File: src/rtl/bin2bcd_pkg.sv
// rtl/bin2bcd_pkg.sv - shared types and constants for the sequential binary-to-BCD converter
package bin2bcd_pkg;

   typedef enum logic [1:0] {
      IDLE  = 2'd0,
      SHIFT = 2'd1,
      DONE  = 2'd2
   } bin2bcd_state_t;

   localparam logic [3:0] BCD_BLANK   = 4'hF;
   localparam logic [3:0] ADD3_THRESH = 4'd5;

   // Bit counter must hold BIN_W itself, not just BIN_W-1.
   function automatic int cnt_width(input int bin_w);
      return $clog2(bin_w + 1);
   endfunction

endpackage

File: src/rtl/bcd_digit_adj.sv
// rtl/bcd_digit_adj.sv - double-dabble per-digit correction: add 3 when the digit is 5 or more
module bcd_digit_adj
   import bin2bcd_pkg::*;
(
   input  logic [3:0] i_digit,
   output logic [3:0] o_digit
);

   assign o_digit = (i_digit >= ADD3_THRESH) ? i_digit + 4'd3 : i_digit;

endmodule

File: src/rtl/bin2bcd_seq.sv
// rtl/bin2bcd_seq.sv - sequential shift-add-3 binary-to-BCD converter; BIN2BCD_LEADING_ZERO_BLANK_EN blanks leading zeros
module bin2bcd_seq
   import bin2bcd_pkg::*;
#(
   parameter int BIN_W  = 12,
   parameter int DIGITS = 4
)(
   input  logic                  clk,
   input  logic                  rst,
   input  logic                  start,
   input  logic [BIN_W-1:0]      bin,
   output logic                  busy,
   output logic                  done,
   output logic [4*DIGITS-1:0]   bcd,
   output logic                  overflow
);

   localparam int SCR_W = 4 * (DIGITS + 1);
   localparam int CNT_W = cnt_width(BIN_W);

   bin2bcd_state_t      r_state;
   bin2bcd_state_t      w_next_state;
   logic [BIN_W-1:0]    r_shift;
   logic [SCR_W-1:0]    r_scr;
   logic [CNT_W-1:0]    r_cnt;
   logic                r_lost;
   logic [4*DIGITS-1:0] r_bcd;
   logic                r_ovf;

   logic [SCR_W-1:0]    w_adj;
   logic [SCR_W-1:0]    w_scr_next;
   logic                w_lost_next;
   logic                w_last;
   logic                w_ovf_next;
   logic [4*DIGITS-1:0] w_bcd_fmt;

   genvar g;
   generate
      for (g = 0; g < DIGITS + 1; g++) begin : g_adj
         bcd_digit_adj u_adj (
            .i_digit (r_scr[4*g +: 4]),
            .o_digit (w_adj[4*g +: 4])
         );
      end
   endgenerate

   assign w_scr_next  = {w_adj[SCR_W-2:0], r_shift[BIN_W-1]};
   // A carry out of the guard digit means the value is far beyond range; keep it sticky.
   assign w_lost_next = r_lost | w_adj[SCR_W-1];
   assign w_last      = (r_cnt == CNT_W'(1));
   assign w_ovf_next  = (w_scr_next[SCR_W-1 -: 4] != 4'd0) | w_lost_next;

`ifdef BIN2BCD_LEADING_ZERO_BLANK_EN
   always_comb begin
      logic w_lead;
      w_bcd_fmt = w_scr_next[4*DIGITS-1:0];
      w_lead    = 1'b1;
      for (int d = DIGITS - 1; d >= 1; d--) begin
         if (w_lead && (w_scr_next[4*d +: 4] == 4'd0)) begin
            w_bcd_fmt[4*d +: 4] = BCD_BLANK;
         end else begin
            w_lead = 1'b0;
         end
      end
   end
`else
   assign w_bcd_fmt = w_scr_next[4*DIGITS-1:0];
`endif

   always_ff @(posedge clk or posedge rst) begin
      if (rst) begin
         r_state <= IDLE;
      end else begin
         r_state <= w_next_state;
      end
   end

   always_comb begin
      w_next_state = r_state;
      busy         = 1'b0;
      done         = 1'b0;
      case (r_state)
         IDLE: begin
            if (start) begin
               w_next_state = SHIFT;
            end
         end
         SHIFT: begin
            busy = 1'b1;
            if (w_last) begin
               w_next_state = DONE;
            end
         end
         DONE: begin
            busy         = 1'b1;
            done         = 1'b1;
            w_next_state = IDLE;
         end
         default: w_next_state = IDLE;
      endcase
   end

   // The result is registered on the final shift edge so it is already valid while done is high.
   always_ff @(posedge clk or posedge rst) begin
      if (rst) begin
         r_shift <= '0;
         r_scr   <= '0;
         r_cnt   <= '0;
         r_lost  <= 1'b0;
         r_bcd   <= '0;
         r_ovf   <= 1'b0;
      end else begin
         case (r_state)
            IDLE: begin
               if (start) begin
                  r_shift <= bin;
                  r_scr   <= '0;
                  r_cnt   <= CNT_W'(BIN_W);
                  r_lost  <= 1'b0;
               end
            end
            SHIFT: begin
               r_scr   <= w_scr_next;
               r_shift <= r_shift << 1;
               r_cnt   <= r_cnt - CNT_W'(1);
               r_lost  <= w_lost_next;
               if (w_last) begin
                  r_bcd <= w_bcd_fmt;
                  r_ovf <= w_ovf_next;
               end
            end
            default: ;
         endcase
      end
   end

   assign bcd      = r_bcd;
   assign overflow = r_ovf;

endmodule

File: config.mk
export PLATFORM = sky130hd
export DESIGN_NAME = bin2bcd_seq
export DESIGN_NICKNAME = d
export VERILOG_FILES = /design/src/rtl/bin2bcd_pkg.sv /design/src/rtl/bcd_digit_adj.sv /design/src/rtl/bin2bcd_seq.sv
export SDC_FILE = /design/constraint.sdc
export NUM_CORES = 1
export LEC_CHECK = 0
export CAP_MARGIN = 20
export CORE_UTILIZATION = 35
export DETAILED_ROUTE_END_ITERATION = 7
export MAX_ROUTING_LAYER = met4
export PLACE_DENSITY = 0.52
export SLEW_MARGIN = 10
export SYNTH_ARGS = -nofsm -noshare
export SYNTH_HDL_FRONTEND = slang
export SYNTH_SLANG_ARGS = --single-unit
File: constraint.sdc
create_clock -name clk -period 3.55 [get_ports clk]
set_input_delay 0.5325 -clock clk [delete_from_list [all_inputs] [get_ports clk]]
set_output_delay 0.5325 -clock clk [all_outputs]
set_load 0.02 [all_outputs]
### After elaboration in Yosys (flattened, before gate mapping)

Index checks and enable logic that the tools add are counted.
Widths: inputs -> output; s select.

* mux-type cells: 18
* reductions and logical operators: 7
* bitwise logic cells: 2
* order comparisons: 5
* $add $sub $neg: 6
* equal/unequal tests: 5

Operator list (number)
* $pmux 20 s2: 1
* $mux 4: 6
* $pmux 12 s2: 1
* $add 4x2->4 const B: 5
* $ge 4x3->1 const B: 5
* $mux 20: 1
* $mux 12: 1
* $pmux 4 s2: 1
* $reduce_and 2->1: 3
* $eq 4x1->1 const B: 1
* $mux 2: 2
* $ne 2x2->1 const B: 2
* $pmux 2 s2: 1
* $reduce_bool 4->1: 1
* $sub 4x1->4 const B: 1
* $mux 1: 3
* $eq 2x1->1 const B: 1
* $eq 2x2->1 const B: 1
* $logic_not 2->1: 1
* $or 1x1->1: 2
* $pmux 1 s2: 1
* $reduce_bool 2->1: 1
* $reduce_or 2->1: 1

* input bits: 15
* logic and storage cells: 50
* register bits: 56

### Logic depth before layout (Yosys ltp)

Gate-level depths: netlist of the first run.

* depth in word-level cells: 4
* mapped depth: 9

### Hierarchy

A second synthesis of the first run with hierarchy kept.

* cells, all modules: 257
* area, all modules: 2817.7 um^2

Modules (own cells, without submodules)
* bin2bcd_seq: instances 1, seq. area each 1401.3 um^2, area an instance 2311.0 um^2, cells an instance 177
* bcd_digit_adj: instances 5, seq. area each 0.0 um^2, area an instance 101.3 um^2, cells an instance 16

### Worst setup path after synthesis of the first run

Ideal clock, no wire load.

* path type: register to register
* start: reg r_scr[0]
* end: reg r_bcd[2], in the netlist bcd[2]
* arrival: 1.441 ns
* setup slack: 2.026 ns
* library setup time: 0.083 ns
* period minus slack after synthesis: 1.524 ns
* cell stages (with the launch flop): 7
* cells stage by stage: dfrtp_1 inv_1 ha_1 nand2b_1 a21oi_1 mux2_2 o21ai_0

* word-level cells in the longest chain between the ends: 2

Ends and longest elaborated chain
* start: declaration: RTL line bin2bcd_seq.sv:24 `logic [SCR_W-1:0] r_scr;`
* start signal: assignment: RTL line bin2bcd_seq.sv:123 `r_scr <= w_scr_next;`
* $add 4x2->4 or $ge 4x3->1 (tied branches): RTL line bcd_digit_adj.sv:9 `assign o_digit = (i_digit >= ADD3_THRESH) ? i_digit + 4'd3 : i_digit;`
* $mux 4 (*): RTL line bcd_digit_adj.sv:9
* end signal: assignment: RTL line bin2bcd_seq.sv:128 `r_bcd <= w_bcd_fmt;`
* end: declaration: RTL line bin2bcd_seq.sv:27 `logic [4*DIGITS-1:0] r_bcd;`

Every way passes the cells marked *; elsewhere a longest branch is shown, timed or not.
A chain may end at the register's enable or synchronous reset.

### Worst setup path in the final report of the first run

* start: reg r_state[1]
* end: out busy

* word-level cells in the longest chain between the ends: 3

Ends and longest elaborated chain
* start: declaration: RTL line bin2bcd_seq.sv:21 `bin2bcd_state_t r_state;`
* start signal: assignment: RTL line bin2bcd_seq.sv:74 `r_state <= w_next_state;`
* $eq 2x1->1 or $eq 2x2->1 (tied branches): RTL line bin2bcd_seq.sv:82 `case (r_state)`
* $reduce_or 2->1 (no source line) (*)
* $mux 1 (*): RTL line bin2bcd_seq.sv:82
* end: declaration: RTL line bin2bcd_seq.sv:12 `output logic busy,`

Marked as above.

==> results by stage, run 1 <==
Die:
- The area of the die is 8420 um^2.
- The die height is 91.8 um.
- Measured along the x axis, the die boundary spans 91.8 um.
- For this configuration, the core starts out at a cell density of 36.3%.
- The number of rows created at floorplan is 32.
- The number of top-level pins is 34.
- The placeable core region is 7770 um^2.

Detailed routing:
- The via-per-instance ratio is 4.81.
- The first-pass iteration count of the detailed router is 4.
- The count of nets left with antenna violations once routing finished came out at 0.
- The sum of routed wire length over all layers is 5.50 mm.
- After detailed routing, the number of remaining DRC violations is 0.
- The routed via count is 2052.
- Dividing the detail-routed wire length by the instance count gives 12.9 um.
- The detailed router finished its first iteration with 115 violations.

Power and ir drop:
- Summed over all cells, the static leakage comes to 1.42 nW.
- VDD sags by at most 0.420 mV.
- Net switching is 38.5% of the power.
- Of the total power, the clock network draws 18.8%.
- In this run, the combinational gates consume 40.5% of the power.
- The power per standard cell area is 697 nW/um^2.
- The internal power of the cells totals 1.45 mW.
- In this run the power spent charging and discharging nets is 0.911 mW.
- Per report_power, the sequential group accounts for 40.7% of the total.

Clock network:
- The post-CTS repair timing setup buffer count is 0.
- Buffers inserted during clock tree synthesis total 5.
- The number of gates given a new drive strength after cts is 0.
- After clock tree synthesis, the flow added hold-fix buffers numbering 0.
- The later pin in the worst-skew pair is clocked with a latency of 310 ps.
- The maximum clock path buffer count is 2.
- The post-CTS clock slew at the launch and capture registers of the worst setup and hold paths is 100 ps.
- The cell chosen for the clock root is clkbuf_8.
- CTS saw 56 sinks.
- The clock tree from TritonCTS is built.
- The number of H-tree levels is 2.

Global route:
- The initial antenna violation count is 0.
- The number of global-route vias before repair was 2011.
- Entering global routing, the biggest net connects 27 pins.
- Global routing used 14.6% of the available tracks.
- The met2 routing resource usage after global routing is 21.6%.
- met2 is the most crowded layer.
- Summed over all layers, the global routing overflow is 0.
- Global routing consumed, on the met1 layer, 20.7% of the routing resources.
- In the global route stage, met3 resource usage came out at 2.49%.
- The wire length of the first global-routing pass is 9.54 mm.

Yosys:
- dfrtp_1 takes more of the synthesized area than any other cell.
- The number of different library cells in the post-synthesis netlist is 29.
- After synthesis, the largest family of logic cells by area is compound AO/OA/AOI/OAI gates.
- The average cell area after synthesis is 9.73 um^2.
- The xor-xnor portion of the synthesized cell area is 1.55%.
- In the post-synthesis netlist, the biggest area contributors are dfrtp_1 (50%), o21ai_0 (9.6%), ha_1 (6.7%), nand2_1 (4.4%), mux2i_1 (3.9%).
- In the synthesized netlist the dominant register cell turns out to be dfrtp_1.
- Counting every net in the synthesized netlist gives 320.
- Synthesis produced a netlist whose cell count is 290.
- Counting instances in the post-synthesis netlist gives the leading cell types as dfrtp_1 (56), o21ai_0 (54), nand2_1 (33).
- For this run, the number of Yosys warnings is 0.
- In the synthesized netlist the async set-or-reset flop fraction comes to 100%.
- The multiplexer share of the synthesized area is 6.30%.
- By instance count, the leading cell after synthesis is dfrtp_1.
- Yosys mapped a number of flops with a built-in enable equal to 0.
- The mapped netlist covers 2820 um^2.
- The synthesized design devotes to its leading area cell type 49.7% of total area.
- Summing the areas of all compound-gate instances in the mapped netlist gives 16.6% of the synthesized area.
- The sequential element share of the synthesized area is 49.7%.
- Summing the areas of all fa, ha and maj instances in the mapped netlist gives 6.65% of the synthesized area.
- The share of synthesized cell area in and, or, nand and nor gates is 14.8%.
- Counting flops and latches in the post-synthesis netlist gives 56.

Outcome:
- The flow ran to the end, and the final reports show no timing, DRC or antenna violations.

Finish:
- The signed area change from the synthesized netlist to the final layout is 20.2%.
- The number of inserted diodes is 0.
- At the end of the flow, the number of nets in the layout was 354.
- Excluding fillers, the count of instances in the completed layout stands at 427.
- The share of layout cells above drive strength 1 is 8.00%.

Min path:
- The worst hold-check path type is in2async.

Worst setup path:
- In this run the worst path has a maximum fanout of 3.
- The number of cell instances on the worst register-to-register path is 7.
- The startpoint of the most critical register-to-register path is r_state[1].
- The worst setup path is launched from a register.
- The critical path is of the reg2out type.
- The end of the worst register-to-register path is r_scr[17].
- The worst setup path is captured at an output pin.
- The required time at the worst-slack endpoint is 3020 ps.
- STA puts the critical path data arrival time at 1630 ps.
- The worst setup path endpoint is busy.
- The slack of the worst reg-to-reg path is 1490 ps.
- The launch point of the worst path is r_state[1].

STA:
- Setup repair after global routing left no endpoint under its margin.
- The aggregate negative setup slack is 0 ps.
- The routed design could run at a clock period as short as 2170 ps.
- Headroom to the max-slew limit came out at 53.3%.
- The number of hold violations in the final report came to 0.
- The worst clock skew is 14.9 ps.
- The count of final max-slew check failures is 0.
- The highest clock frequency the design can meet is 0.461 GHz.
- The worst path uses 61.0% of the clock period.
- At the pin with the least slew margin, the transition time is 698 ps.
- Setup violations remaining at the end of the flow were counted as 0.

Place:
- The post-DP HPWL is 3.82 mm.
- The congestion estimate from routability-driven global placement came to 0.783.
- The count of input and output buffers is 33.
- Counting tap cells, the placed design contains a total of 419 instances.

Run:
- The max-capacitance violation count is 0.
-- layout by cell type (no fill, tap or decap), drive strengths merged, types with 4 or more instances in the layout --
cell type	n
mux2i	11
nor3b	12
nor2	5
o31ai	5
clkbuf	6
nand2b	7
nand2	33
xnor2	5
dfrtp	56
mux2	6
nand3	19
buf	8
o21ai	56
inv	15
ha	15
clkdlybuf4s50	33
a32o	4
a21oi	18
-- kinds of logic after synthesis --
| group | after synthesis |
|---|---|
| compound gates | 86 |
| simple gates | 82 |
| flops | 56 |
| buf+inv | 29 |
| mux | 17 |
| fa+ha+maj | 15 |
| xor+xnor | 5 |
-- metal layers --
layer | vias up | share of wire [%]
li1 | 1076 | -
met1 | 945 | 54
met2 | 26 | 42
met3 | 5 | 2.5
met4 | 0 | 1.3
met5 | - | 0
-- power groups by stage --
stage          logic [mW]  registers (mW)  clock network [mW]
2_1_floorplan       0.699           0.972                   0
3_3_place_gp        0.960           0.972                   0
3_5_place_dp        0.976           0.974                   0
4_1_cts             0.977           0.964               0.456
5_1_grt              1.10           0.992               0.476
6_report            0.958           0.962               0.443
-- worst min-delay path by stage --
stage           startpoint          end  slack, ps  cells after the start
2_1_floorplan  r_shift[10]  r_shift[10]        450                      2
5_1_grt                rst       bcd[6]        500                      2
6_report               rst       bcd[6]        470                      2
4_1_cts                rst       bcd[6]        480                      2
3_5_place_dp        bcd[8]       bcd[8]        470                      2
3_3_place_gp   r_shift[10]  r_shift[10]        460                      2
-- worst max-delay path: stages, from the launching register on --
cell and delay [ps]:
dfrtp_1 400, inv_1 70, ha_1 270, clkdlybuf4s50_1 590
-- metrics by stage --
stage	total power, mW	setup WS [ps]	cell area, um^2	utilization, %	hold WS [ps]
2_1_floorplan	1.67	1650	2820	-	450
3_3_place_gp	1.93	1240	3270	42.1	461
3_5_place_dp	1.95	1200	3270	42.1	469
4_1_cts	2.40	1370	3390	43.7	478
5_1_grt	2.57	1290	3390	43.7	500
6_report	2.36	1380	3390	43.7	468
-- state kept, by name, indices dropped and copies added (netlist names) --
| name | count |
|---|---|
| bcd | 16 |
| r_shift | 12 |
| r_scr | 20 |
| r_state | 2 |
| overflow | 1 |
| r_cnt | 4 |
| r_lost | 1 |
-- area by class of cell --
class,count,area (um^2)
repair buffers,41,390
inverters,15,56.3
multi-input cells,205,1290
flip-flops and latches,56,1400
clock buffers,6,82.6
fillers,811,4380
clock inverters,2,38.8
well taps,102,128
Note: power is estimated with default switching activity, not from simulation.
==> run 2: changes to the inputs <==
--- a/config.mk
+++ b/config.mk
@@ -9,7 +9,7 @@
 export CORE_UTILIZATION = 35
 export DETAILED_ROUTE_END_ITERATION = 7
 export MAX_ROUTING_LAYER = met4
-export PLACE_DENSITY = 0.52
+export PLACE_DENSITY = 0.54
 export SLEW_MARGIN = 10
 export SYNTH_ARGS = -nofsm -noshare
 export SYNTH_HDL_FRONTEND = slang
==> constraint.sdc (replaced) <==
create_clock -name clk -period 1.8 [get_ports clk]
set_input_delay 0.27 -clock clk [delete_from_list [all_inputs] [get_ports clk]]
set_output_delay 0.27 -clock clk [all_outputs]
set_load 0.02 [all_outputs]
==> run 2 against run 1 <==
  * First-iteration DRC count down 49%
  * Sequential share of layout area shrank 0.66 points
  * Count of clock-buffer cells in the layout up 1
  * Clock skew fell by 1.5 ps
  * Combinational power is 110% higher
  * Via count increased by 2.5%
  * Global-route usage is 0.26 points higher
  * Design area rose by 1.6%
  * Worst hold slack worse by 200 ps
  * Critical endpoint unchanged
==> results by stage, run 2 (same netlist as run 1, synthesis figures left out) <==
Clock network:
- The number of hold buffers added after cts was 0 (unchanged).
- The clock net sink count is 56 (unchanged).
- The post-CTS clock slew at the launch and capture registers of the worst setup and hold paths is 100 ps (about the same).
- The maximum clock path buffer count is 2 (unchanged).
- The clock tree from TritonCTS is built (unchanged).
- The clock latency at the later pin of the worst-skew pair is 310 ps (about the same).
- The post-CTS repair timing setup buffer count is 0 (unchanged).
- The total CTS buffers was 5 (unchanged).
- The cell chosen for the clock root is clkbuf_8 (unchanged).
- The number of gates given a new drive strength after cts is 2 (was 0).
- The number of H-tree levels is 2 (unchanged).

Place:
- The post-detailed-placement cell area is 3350 um^2 (was 3270 um^2).
- The post-DP HPWL is 3.88 mm (was 3.82 mm).
- The count of input and output buffers is 33 (unchanged).
- The post-placement worst setup slack is 67.4 ps (was 1200 ps).
- The instance count after placement with tap cells included is 421 (was 419).
- The routability-driven placement congestion ratio came to 0.771 (was 0.783).

Finish:
- The core utilization of the finished layout is 44.4% (was 43.7%).
- Commonest non-fill, non-tap cells in the layout: dfrtp_1 (56), o21ai_0 (54), nand2_1 (33), clkdlybuf4s50_1 (31), nand3_1 (19) (was dfrtp_1 (56), o21ai_0 (54), nand2_1 (33), clkdlybuf4s50_1 (33), nand3_1 (19)).
- The layout net count is 356 (was 354).
- The signed area change from the synthesized netlist to the final layout is 22.2% (was 20.2%).
- The post-route cell area is 3450 um^2 (was 3390 um^2).
- The top register by number of flip-flops is r_scr (unchanged).
- The share of layout cells above drive strength 1 is 9.48% (was 8.00%).
- The flip-flop count of the largest register, all copies and words added is 20 (unchanged).
- The leading cell type in the layout, fill and taps excluded was dfrtp_1 (unchanged).
- The number of fill cells is 770 (was 811).
- The number of inserted diodes is 0 (unchanged).
- The storage element area is 1400 um^2 (unchanged).
- The number of non-filler instances in the completed layout came to 429 (was 427).
- The multi-input combinational cell area was 1310 um^2 (was 1290 um^2).

STA:
- Unrepaired setup endpoints after global routing: no (unchanged).
- After layout, the worst path uses 92.9% of the clock period.
- The worst clock skew came to 13.4 ps (was 14.9 ps).
- The least setup slack across all paths after layout is 127 ps (was 1380 ps).
- Static timing analysis puts the maximum clock frequency at 0.598 GHz.
- The number of hold violations in the final report is 0 (unchanged).
- The clock period minus worst slack is 1670 ps.
- The count of final setup violators is 0 (unchanged).
- The headroom to the max-slew limit was 70.9% (was 53.3%).
- The aggregate negative setup slack is 0 ps (unchanged).
- The pin slew with the least headroom to its limit is 436 ps (was 698 ps).
- The count of final max-slew check failures is 0 (unchanged).
- The minimum hold slack is 268 ps (was 468 ps).

Worst setup path:
- The required time at the worst-slack endpoint came to 1530 ps (was 3020 ps).
- The element type at the critical path start is a register (unchanged).
- The critical path data arrival time is 1400 ps (was 1630 ps).
- The number of cell instances on the worst register-to-register path came to 6 (was 7).
- The largest fanout on the critical path is 3 (unchanged).
- The path type of the worst setup path is reg2out (unchanged).
- The slack of the worst reg-to-reg path is 160 ps (was 1490 ps).
- The end of the worst register-to-register path is bcd[6] (was r_scr[17]).
- The startpoint of the most critical register-to-register path is r_scr[4] (was r_state[1]).
- The type of destination of the critical path is an output pin (unchanged).

Power and ir drop:
- The worst-case vdd ir drop is 0.776 mV (was 0.420 mV).
- The power per standard cell area is 1340 nW/um^2 (was 697 nW/um^2).
- The total design power is 4.62 mW (was 2.36 mW).
- The leakage power was 1.44 nW (was 1.42 nW).

Detailed routing:
- The sum of routed wire length over all layers is 5.46 mm (was 5.50 mm).
- The number of nets with antenna violations after routing is 0 (unchanged).
- The routed via count is 2103 (was 2052).
- The mean routed wirelength per cell is 12.7 um (was 12.9 um).
- The DRC violation count after routing was 0 (unchanged).
- The first-pass iteration count of the detailed router is 4 (unchanged).
- The via-per-instance ratio is 4.90 (was 4.81).
- The initial DRC count is 59 (was 115).

Global route:
- The number of global-route vias before repair is 2007 (was 2011).
- The total grt overflow was 0 (unchanged).
- The initial antenna violation count is 0 (unchanged).
- The wire length of the first global-routing pass was 9.75 mm (was 9.54 mm).
- The maximum number of pins on one net before global-route repair was 40 (was 27).
- The global-route total usage across every layer is 14.9% (was 14.6%).

Run:
- The max-capacitance violation count is 0 (unchanged).

Outcome:
- Outcome: complete, no violations (unchanged).

Die:
- The area of the die was 8420 um^2 (unchanged).
- The number of top-level pins is 34 (unchanged).
- The placeable core region came to 7770 um^2 (unchanged).
- The starting density of the core was 36.3% (unchanged).
- The number of rows created at floorplan is 32 (unchanged).
- The die height is 91.8 um (unchanged).
- The horizontal extent of the die came to 91.8 um (unchanged).

Min path:
- The worst hold-check path type is in2async (unchanged).
[run 2: cell types whose count changed in the layout (fill, tap and decap cells not counted)]
| cell | before | now |
|---|---|---|
| a21oi_2 | 0 | 3 |
| a21oi_1 | 18 | 15 |
| buf_4 | 8 | 5 |
| bufinv_16 | 1 | 0 |
| ha_1 | 15 | 13 |
| clkdlybuf4s50_1 | 33 | 31 |
| ha_2 | 0 | 2 |
| clkbuf_1 | 0 | 2 |
| buf_12 | 0 | 5 |
| dlygate4sd2_1 | 0 | 2 |
| clkbuf_8 | 6 | 5 |
[run 2: critical path, cell delays in order, from the launching register on]
cell	delay (ps)
dfrtp_1	390
inv_1	80
ha_2	310
dlygate4sd2_1	320
[run 2: metal layers]
layer  vias up  part of all wire [%]  GRT usage, %
li1       1088                     -             -
met1       976                    51          21.4
met2        34                    44          21.7
met3         5                   3.4          2.65
met4         0                   1.1          3.91
met5         -                     0             -
[run 2: layout make-up]
| cell class | instances | share of cell area (%) |
|---|---|---|
| clock inverters | 1 | 0.254 |
| flip-flops and latches | 56 | 40.7 |
| clock buffers | 7 | 2.21 |
| multi-input cells | 205 | 38.0 |
| inverters | 15 | 1.63 |
| well taps | 102 | 3.70 |
| repair buffers | 43 | 13.5 |
[run 2: worst max path at each step]
stage	start	end	slack, ps	depth (start not counted)
floorplan	rst	bcd[0]	160	1
global placement	start	r_scr[11]	90	6
detailed placement	start	r_scr[7]	70	6
CTS	r_scr[4]	bcd[6]	100	6
global route	r_cnt[1]	bcd[10]	8	6
finish	r_state[1]	busy	130	3
[run 2: report_power, final]
part           internal [mW]  switching [mW]
clock network          0.280           0.405
registers               1.61           0.295
logic                  0.911            1.13
total                   2.80            1.83
==> run 3: changes to the inputs <==
--- a/config.mk
+++ b/config.mk
@@ -13,4 +13,5 @@
 export SLEW_MARGIN = 10
 export SYNTH_ARGS = -nofsm -noshare
 export SYNTH_HDL_FRONTEND = slang
+export SYNTH_HIERARCHICAL = 1
 export SYNTH_SLANG_ARGS = --single-unit
==> run 3 against run 2 <==
  * First-iteration DRC count increased by 49%
  * Critical endpoint is now bcd[8]
  * Area after synthesis decreased by 0.13%
  * Core utilization decreased by 0.40 points
  * Via count decreased by 9.4%
==> results by stage, run 3 <==
Outcome:
- Outcome: complete, no violations (unchanged).

Yosys:
- The most instantiated library cell after synthesis is dfrtp_1 (unchanged).
- The count of warnings emitted by yosys was 6 (was 0).
- The dominant synthesized flop cell is dfrtp_1 (unchanged).
- Cell types with the largest area share after synthesis: dfrtp_1 (50%), ha_1 (6.7%), a22o_1 (6.2%), mux2i_1 (5.7%), nand2_1 (4.7%) (was dfrtp_1 (50%), o21ai_0 (9.6%), ha_1 (6.7%), nand2_1 (4.4%), mux2i_1 (3.9%)).
- The leading area contributor after synthesis is dfrtp_1 (unchanged).
- The sequential element share of the synthesized area is 49.7% (about the same).
- Top cells by instance count after synthesis: dfrtp_1 (56), nand2_1 (35), a22o_1 (20) (was dfrtp_1 (56), o21ai_0 (54), nand2_1 (33)).
- The number of different library cells in the post-synthesis netlist is 30 (was 29).
- The average cell area after synthesis is 11.0 um^2 (was 9.73 um^2).
- The share of the synthesized area in the top cell type was 49.7% (about the same).
- The total nets after synthesis came to 287 (was 320).
- The synthesis-stage register bit count was 56 (unchanged).
- The mapped cell area is 2820 um^2 (about the same).
- The number of enable-type register cells in the synthesized netlist is 0 (unchanged).
- The async set-or-reset flop fraction in the synthesized netlist is 100% (unchanged).
- The post-synthesis cell count is 257 (was 290).

Finish:
- The number of inserted diodes is 0 (unchanged).
- The signed area change from the synthesized netlist to the final layout came to 21.2% (was 22.2%).
- Commonest non-fill, non-tap cells in the layout: dfrtp_1 (56), nand2_1 (35), clkdlybuf4s50_1 (31), a22o_1 (20), o21ai_0 (18) (was dfrtp_1 (56), o21ai_0 (54), nand2_1 (33), clkdlybuf4s50_1 (31), nand3_1 (19)).
- The core utilization of the finished layout was 44.0% (was 44.4%).
- The layout net count is 324 (was 356).
- The share of layout cells above drive strength 1 is 10.5% (was 9.48%).
- The leading cell type in the layout, fill and taps excluded is dfrtp_1 (unchanged).
- The post-route cell area is 3420 um^2 (was 3450 um^2).
- The top register by number of flip-flops is r_scr (unchanged).
- The flip-flop count of the largest register, all copies and words added is 20 (unchanged).

Place:
- The post-detailed-placement cell area is 3330 um^2 (was 3350 um^2).
- The count of input and output buffers is 33 (unchanged).
- The routability-driven placement congestion ratio is 0.750 (was 0.771).
- The post-DP HPWL is 3.31 mm (was 3.88 mm).

STA:
- The clock period minus worst slack was 1630 ps (was 1670 ps).
- The aggregate negative setup slack is 0 ps (unchanged).
- The pin slew with the least headroom to its limit is 384 ps (was 436 ps).
- The number of hold violations in the final report came to 0 (unchanged).
- The count of final max-slew check failures came to 0 (unchanged).
- The worst clock skew is 5.90 ps (was 13.4 ps).
- The count of final setup violators was 0 (unchanged).
- The post-route fraction of the period consumed by the critical path came to 90.3% (was 92.9%).
- The headroom to the max-slew limit is 74.3% (was 70.9%).
- The highest clock frequency the design can meet is 0.615 GHz (was 0.598 GHz).
- Unrepaired setup endpoints after global routing: no (unchanged).

Global route:
- The initial antenna violation count came to 0 (unchanged).
- The total grt overflow is 0 (unchanged).
- The maximum number of pins on one net before global-route repair is 57 (was 40).
- The number of global-route vias before repair is 1904 (was 2007).
- The global-route total usage across every layer was 13.1% (was 14.9%).
- The wire length of the first global-routing pass is 8.61 mm (was 9.75 mm).

Run:
- The max-capacitance violation count is 0 (unchanged).

Worst setup path:
- The type of destination of the critical path is a register (was output pin).
- The worst stage delay on the critical path is 380 ps (was 390 ps).
- The family with the most delay on the worst path was flip-flops (was buffers and inverters).
- The number of buffer and inverter instances along the worst setup path is 2 (unchanged).
- The critical path data arrival time is 1820 ps (was 1400 ps).
- The element type at the critical path start is a register (unchanged).
- The cell at the slowest stage of the critical path is dfrtp_1 (unchanged).
- The path type of the worst setup path is reg2reg (was reg2out).
- The largest fanout on the critical path is 18 (was 3).
- The required time at the worst-slack endpoint was 2000 ps (was 1530 ps).
- Critical path cell sequence: inv_1 -> ha_1 -> nor4bb_4 -> buf_12 -> mux2_2 (was inv_1 -> ha_2 -> dlygate4sd2_1).

Die:
- The area of the die is 8410 um^2 (was 8420 um^2).
- The number of rows created at floorplan is 32 (unchanged).
- The horizontal extent of the die is 91.7 um (was 91.8 um).
- The die height is 91.7 um (was 91.8 um).
- The placeable core region is 7770 um^2 (unchanged).
- The number of top-level pins was 34 (unchanged).
- The starting density of the core came to 36.3% (about the same).

Clock network:
- The number of H-tree levels is 2 (unchanged).
- The number of hold buffers added after cts is 0 (unchanged).
- The clock tree from TritonCTS is built (unchanged).
- The total CTS buffers is 5 (unchanged).
- The post-CTS clock slew at the launch and capture registers of the worst setup and hold paths came to 100 ps (about the same).
- The clock latency at the later pin of the worst-skew pair is 300 ps (was 310 ps).
- The clock net sink count is 56 (unchanged).
- The maximum clock path buffer count came to 2 (unchanged).
- The post-CTS repair timing setup buffer count came to 0 (unchanged).
- The cell chosen for the clock root is clkbuf_8 (unchanged).

Detailed routing:
- The DRC violation count after routing is 0 (unchanged).
- The mean routed wirelength per cell is 12.4 um (was 12.7 um).
- The initial DRC count came to 88 (was 59).
- The first-pass iteration count of the detailed router was 4 (unchanged).
- The sum of routed wire length over all layers is 4.92 mm (was 5.46 mm).
- The via-per-instance ratio is 4.80 (was 4.90).
- The routed via count came to 1905 (was 2103).
- The number of nets with antenna violations after routing is 0 (unchanged).

Min path:
- The worst hold-check path type is in2async (unchanged).

Power and ir drop:
- The leakage power was 1.60 nW (was 1.44 nW).
- The power per standard cell area is 1400 nW/um^2 (was 1340 nW/um^2).
- The worst-case vdd ir drop came to 0.962 mV (was 0.776 mV).
- The total design power was 4.77 mW (was 4.62 mW).
-- run 3: through the flow --
| step | std cells | setup WS, ps | hold WS, ps |
|---|---|---|---|
| after floorplan | 257 | 159 | 415 |
| after global placement | 389 | 163 | 462 |
| after detailed placement | 389 | 145 | 470 |
| after CTS | 397 | 163 | 333 |
| after global routing | 397 | 43.0 | 341 |
| final | 397 | 174 | 325 |
-- run 3: path summary, 6_finish.rpt --
path / startpoint / endpoint / slack (ps) / cells after the start
worst min-delay path: rst / r_shift[0] / 320 / 3
worst max register to register: r_cnt[1] / bcd[8] / 170 / 5
min in group clk: r_shift[10] / r_shift[10] / 490 / 2
worst min register to register: r_shift[10] / r_shift[10] / 490 / 2
worst max-delay path: r_cnt[1] / bcd[8] / 170 / 5
max in group asynchronous: rst / bcd[4] / 1220 / 3
-- run 3: cell families (layout without fill, tap and decap cells) --
kind of cell    Yosys count  count (layout)  synth area share, %
simple gates             62              62                 10.1
compound gates           59              59                 14.4
xor+xnor                  5               5                 1.55
flops                    56              56                 49.7
fa+ha+maj                15              15                 6.66
buf+inv                  26              64                 4.31
mux                      34              34                 13.3
-- run 3: timing repair --
action,4_1_cts,5_1_grt
endpoints found under the setup margin,2,1
gates resized for setup,2,0
pin swaps,0,1
-- run 3: cell type report --
class	instances	area, um^2
clock inverters	2	13.8
well taps	102	128
inverters	16	60.1
repair buffers	40	430
multi-input cells	175	1310
fillers	781	4350
clock buffers	6	72.6
flip-flops and latches	56	1400
-- run 3: tightest hold or removal path, delay by kind of cell --
kind / cells / cell delay [ps]
buffers and inverters: 3 / 760
-- run 3: power by group --
part | switching (mW) | internal [mW] | total [mW]
clock | 0.406 | 0.279 | 0.685
combinational | 1.15 | 1.02 | 2.17
sequential | 0.296 | 1.62 | 1.91
total | 1.86 | 2.92 | 4.77
-- run 3: per-layer routing --
| metal | GRT usage [%] | vias to the layer above | part of all wire (%) |
|---|---|---|---|
| met1 | 17.0 | 914 | 51 |
| met5 | - | - | 0 |
| met2 | 21.2 | 26 | 46 |
| met4 | 3.52 | 0 | 0.81 |
| met3 | 2.49 | 5 | 2.4 |
| li1 | - | 960 | - |
